$ cat src/rtl/pmem_responder.sv
// pmem_responder: line-granular backing store answering 128-bit pmem reads/writes after LATENCY cycles.
module pmem_responder #(
  parameter int IDX_BITS = 5,
  parameter int LATENCY  = 4
) (
  input  logic         clk,
  input  logic         reset,
  input  logic         pmem_read,
  input  logic         pmem_write,
  input  logic [15:0]  pmem_address,
  input  logic [127:0] pmem_wdata,
  output logic         pmem_resp,
  output logic [127:0] pmem_rdata
);
  typedef enum logic [1:0] {IDLE, BUSY, RESP} state_t;
  localparam logic [3:0] LAT_M1 = 4'(LATENCY - 1);
  state_t               state_q, state_d;
  logic [3:0]           cnt_q, cnt_d;
  logic                 we_q, we_d;
  logic [IDX_BITS-1:0]  idx_q, idx_d;
  logic [127:0]         wdata_q, wdata_d;
  logic [127:0]         rdata_q, rdata_d;
  logic                 resp_q, resp_d;
  logic [127:0]         mem [2**IDX_BITS];
  logic                 go_resp, c_we;
  logic [IDX_BITS-1:0]  c_idx;
  logic [127:0]         c_data;
  always_comb begin
    state_d = state_q;
    cnt_d   = cnt_q;
    we_d    = we_q;
    idx_d   = idx_q;
    wdata_d = wdata_q;
    go_resp = 1'b0;
    case (state_q)
      IDLE: if (pmem_read || pmem_write) begin
        we_d    = pmem_write;
        idx_d   = pmem_address[3+IDX_BITS:4];
        wdata_d = pmem_wdata;
        cnt_d   = LAT_M1;
        go_resp = (LATENCY == 1);
        state_d = go_resp ? RESP : BUSY;
      end
      BUSY: begin
        cnt_d   = cnt_q - 4'd1;
        go_resp = (cnt_q == 4'd1);
        state_d = go_resp ? RESP : BUSY;
      end
      default: state_d = IDLE;
    endcase
    // with LATENCY=1 the commit happens on the accepting edge, so use the live inputs
    c_we    = (state_q == IDLE) ? pmem_write : we_q;
    c_idx   = (state_q == IDLE) ? pmem_address[3+IDX_BITS:4] : idx_q;
    c_data  = (state_q == IDLE) ? pmem_wdata : wdata_q;
    resp_d  = go_resp;
    rdata_d = (go_resp && !c_we) ? mem[c_idx] : rdata_q;
  end
  always_ff @(posedge clk or posedge reset) begin
    if (reset) begin
      state_q <= IDLE;
      cnt_q   <= '0;
      we_q    <= 1'b0;
      idx_q   <= '0;
      wdata_q <= '0;
      rdata_q <= '0;
      resp_q  <= 1'b0;
    end else begin
      state_q <= state_d;
      cnt_q   <= cnt_d;
      we_q    <= we_d;
      idx_q   <= idx_d;
      wdata_q <= wdata_d;
      rdata_q <= rdata_d;
      resp_q  <= resp_d;
    end
  end
  always_ff @(posedge clk) begin
    if (go_resp && c_we) mem[c_idx] <= c_data;
  end
  assign pmem_resp  = resp_q;
  assign pmem_rdata = rdata_q;
endmodule

$ cat config.mk
export PLATFORM = sky130hd
export DESIGN_NAME = pmem_responder
export DESIGN_NICKNAME = d
export VERILOG_FILES = /design/src/rtl/pmem_responder.sv
export SDC_FILE = /design/constraint.sdc
export NUM_CORES = 2
export LEC_CHECK = 0
export ABC_CLOCK_PERIOD_IN_PS = 25700
export BUFFER_PORTS_ARGS = -buffer_cell sky130_fd_sc_hd__buf_2
export CAP_MARGIN = 20
export CORE_UTILIZATION = 50
export DETAILED_ROUTE_END_ITERATION = 8
export PLACE_DENSITY = 0.71
export SLEW_MARGIN = 10
export SYNTH_ARGS = -nofsm -noshare
export SYNTH_HDL_FRONTEND = slang
export SYNTH_SLANG_ARGS = --single-unit
$ cat constraint.sdc
create_clock -name clk -period 25.7 [get_ports clk]
set_clock_uncertainty 0.1 [all_clocks]
set_input_delay 5.14 -clock clk [delete_from_list [all_inputs] [get_ports clk]]
set_output_delay 5.14 -clock clk [all_outputs]
set_load 0.005 [all_outputs]
Word-level counts from Yosys, hierarchy flattened
Memories as Yosys holds them, arrays and structs flattened. A register that Yosys moved wholly into a read port is not among the register bits. Index checks and enable logic that the tools add are counted. W data, S select, Z words.

Input port bits: 148. Memories kept: 1. Bits in registers: 141. Bits in writable memories: 4096. Output and inout port bits: 129.

Memory list: mem (words 32, bits a word 128, rd ports 1, clocked after Yosys merged registers in 1, wr ports 1, RTL line 24) `logic [127:0] mem [2**IDX_BITS];`.

Multiplexer cells: 11. Eq/ne operators: 3. Reduce and logical (&&, ||, !) cells: 8. Add/subtract/negate cells: 1.

Operator list (count): $mux W128 (1); $pmux W4 S2 (1); $mux W5 (1); $eq A4 B1 Y1 const B (1); $mux W1 (4); $mux W2 (2); $mux W4 (1); $pmux W2 S2 (1); $reduce_and A2 Y1 (2); $sub A4 B1 Y4 const B (1); $eq A2 B1 Y1 const B (1); $logic_and A1 B1 Y1 (2); $logic_not A2 Y1 (1); $ne A2 B2 Y1 const B (1); $reduce_bool A2 Y1 (1); $logic_not A1 Y1 (1); $logic_or A1 B1 Y1 (1).

Longest topological paths before layout
Word-level depth: 5. Depth in mapped cells: 10.

Worst setup path after synthesis
No wires, ideal clock.

Kind: input to register. From: input port pmem_address[4]. To: memory mem[10][0] (enable). Data arrival time: 11888 ps. Setup time: 617 ps. Slack: 13094 ps. Buffers on the path: 3. Cell stages on the path: 7. Cell sequence: or4b_1 -> o21ai_2 -> buf_6 -> buf_4 -> clkbuf_1 -> nand2_1 -> nor2_1.

Longest elaborated chain between the ends: 1.

RTL lines: start: declaration (RTL line 10) `input logic [15:0] pmem_address,`; $mux W5 (RTL line 53) `c_idx = (state_q == IDLE) ? pmem_address[3+IDX_BITS:4] : idx_q;`; end: declaration (RTL line 24).

No other way between the ends.

Final worst setup path
From: input port pmem_address[5]. To: memory mem[19][118] (enable).

The elaborated chain is that of the path after synthesis.

==> reports/qor.yml <==
outcome:
  status: "finished clean"
cts:
  post_cts_resize_count: 0
  clock_path_buffers: 4
  cts_buffers: 422
  path_clk_slew_ns: 0.06
  clock-sinks: 4365
  h-tree-depth: 5
  cts_tree: "yes"
  clock_latency_ns: 1.00
  clockRootBuffer: "clkbuf_16"
  hold_buffers: 0
  post_cts_buffers: 0
floorplan:
  std_cell_rows: 207
  ios: 277
  start_util: 0.5023
  die_area_um2: 321500
  core_area_um2: 317800
  die_x_um: 567.0
  die_h_um: 567.0
global_routing:
  grt_pass1_vias: 92948
  grt_max_degree: 170
  antenna_found_initial: 16
  grt_usage: 0.2800
  overflow: 0
  grt_pass1_wl_um: 653600
final_layout:
  most-common-layout-cells: "edfxtp_1 (4,096), a22oi_1 (2,048), a21oi_1 (1,025)"
  final_area_um2: 179500
  final_common_cell: "edfxtp_1"
  syn2layout_area_growth_pct: 12.45
  nNetsFinal: 9740
  fillers: 23114
  drive_gt1_frac: 0.1255
yosys:
  syn_nets: 9493
  seq_area_frac_synth: 0.8126
  syn_avg_cell_area_um2: 17.09
  syn-cell-area_um2: 159600
  syn_inst: 9343
  ys_warn_count: 0
  synth_seq_cells: 4365
  ys_types: 35
worst_setup_path:
  path_buf_inv: 5
  crit_type: "in -> reg"
  start_kind: "input port"
  critPathMaxStageDelay_ns: 1.05
  cpMostUsedCell: "buf_4"
  cp_top_family: "buffers and inverters"
  cp.arrival_ns: 10.77
  crit_chain: "buf_2 -> nand2_1 -> mux2i_4 -> buf_4 -> nand2_1 -> nor2_4 -> buf_4 -> buf_4 -> buf_4"
  cp-end-kind: "flop"
  required_ns: 26.15
  critPathMaxFanout: 57
  worst_path_max_delay_cell: "nor2_4"
run:
  drv_cap: 0
place:
  gp_congestion: 0.7584
  place_area_um2: 165600
  hpwl_um: 210500
  io_buffers: 265
  dp_slack_ns: 14.15
timing:
  rsz0062_at_grt: "no"
  finalCritPeriodShare: 0.4012
  timing.final.ws_setup_ns: 15.39
  fmax_mhz: 96.97
  slew_viol_final: 0
  setup_tns_ns: 0
  finalSetupViolCount: 0
  period_minus_slack_ns: 10.31
  slew_headroom: 0.1754
  hold_violations: 0
  tightest_slew_ns: 1.237
  hold-worst-slack_ns: 0.3707
drt:
  drtPass1Iterations: 6
  antenna_left: 0
  vias: 95296
  wl_um: 461200
  wl_per_cell_um: 32.59
  drc_errors: 0
  drt_iter0_drc: 15181
  viasPerCell: 6.735
pwr:
  total_power_mw: 21.31
  p_leak_nw: 56.61
  power.density_nw_per_um2: 118.7
  ir_worst_vdd_uv: 126.9
worst_hold_path:
  holdCritPathClass: "reg -> reg"
area by class of cell:
cell class                      count  area [um^2]  share of cell area
Antenna cell                       10        25.02           0.0001394
Clock buffer                      591        11730             0.06534
Clock inverter                    202         2105             0.01172
Inverter                            3        18.77           0.0001046
Multi-Input combinational cell   4336        27550              0.1535
Sequential cell                  4365       129700              0.7227
Tap cell                         4180         5230             0.02913
Timing Repair Buffer              462         3126             0.01741
final timing paths:
kind / start / endpoint / slack, ns / cells after the start
max: pmem_address[5] / mem[19][118]$_DFFE_PP_ / 15.39 / 9
min: wdata_q[121]$_DFFE_PP0P_ / wdata_q[121]$_DFFE_PP0P_ / 0.37 / 2
max reg2reg: state_q[0]$_DFFE_PP0P_ / mem[19][118]$_DFFE_PP_ / 18.13 / 8
min reg2reg: wdata_q[121]$_DFFE_PP0P_ / wdata_q[121]$_DFFE_PP0P_ / 0.37 / 2
max in group asynchronous: reset / pmem_rdata[118]$_DFFE_PP0P_ / 18.95 / 4
min in group asynchronous: reset / pmem_rdata[53]$_DFFE_PP0P_ / 4.09 / 2
synth_stat cells:
| library cell | instances | share of area |
|---|---|---|
| edfxtp_1 | 4096 | 0.77 |
| a22oi_1 | 2048 | 0.096 |
| a21oi_1 | 1025 | 0.032 |
| nand2_1 | 419 | 0.0099 |
| clkbuf_1 | 352 | 0.0083 |
| nor2_1 | 294 | 0.0069 |
| dfrtp_1 | 269 | 0.042 |
| buf_2 | 228 | 0.0071 |
| mux2_2 | 130 | 0.0092 |
| nor3_1 | 129 | 0.0040 |
| nor4_1 | 129 | 0.0051 |
| a31oi_1 | 128 | 0.0050 |
| buf_1 | 49 | 0.0012 |
| buf_4 | 8 | 0.00038 |
| nand2b_1 | 5 | 0.00020 |
| mux2i_1 | 4 | 0.00025 |
| inv_1 | 3 | 0.000071 |
| o21ai_1 | 3 | 0.000094 |
| or4b_2 | 3 | 0.00019 |
| ha_1 | 2 | 0.00016 |
| o21ai_2 | 2 | 0.00011 |
| o31ai_1 | 2 | 0.000094 |
| or4_1 | 2 | 0.000094 |
| or4b_1 | 2 | 0.00013 |
| a22o_1 | 1 | 0.000055 |
| and2_1 | 1 | 0.000039 |
| and4b_1 | 1 | 0.000063 |
| buf_6 | 1 | 0.000071 |
| clkbuf_2 | 1 | 0.000031 |
| nor2_2 | 1 | 0.000039 |
| nor2b_1 | 1 | 0.000039 |
| nor4b_1 | 1 | 0.000055 |
| o21a_1 | 1 | 0.000047 |
| o21ai_0 | 1 | 0.000031 |
| xor2_1 | 1 | 0.000055 |
report_power, final:
| group | internal [mW] | switching, mW | leakage [nW] | total, mW |
|---|---|---|---|---|
| Sequential | 9.27 | 0.216 | 40.3 | 9.48 |
| Combinational | 1.46 | 4.24 | 9.61 | 5.70 |
| Clock | 3.47 | 2.66 | 6.73 | 6.13 |
tightest hold or removal path: cells and delay by family (launching register included):
family / cells / cell delay [ns]
flops: 1 / 0.34
simple gates: 2 / 0.10
sequential cells by signal, summed over array words and instances (netlist names):
name / count
cnt_q: 4
idx_q: 5
mem: 4096
pmem_rdata: 128
pmem_resp: 1
state_q: 2
wdata_q: 128
we_q: 1
layer usage:
layer / wire length, um / vias to the layer above / GRT usage
met2: 218500 / 7211 / 0.4565
li1: - / 38515 / -
met1: 162100 / 48446 / 0.3736
met4: 21360 / 0 / 0.1188
met5: 0 / - / 0
met3: 59170 / 1124 / 0.04842
kinds of logic after synthesis:
logic type      share of synthesized area
buf+inv                           0.01713
fa+ha+maj                       0.0001567
flops                              0.8126
mux                              0.009421
compound gates                     0.1339
xor+xnor                       0.00005487
simple gates                      0.02670
metrics by stage:
stage                     cells  utilization
after floorplan            9343            -
after global placement    13343       0.5211
after detailed placement  13344       0.5211
after CTS                 14137       0.5646
after global routing      14142       0.5648
final                     14149       0.5649
No activity file was read; power rests on OpenSTA's default activity.
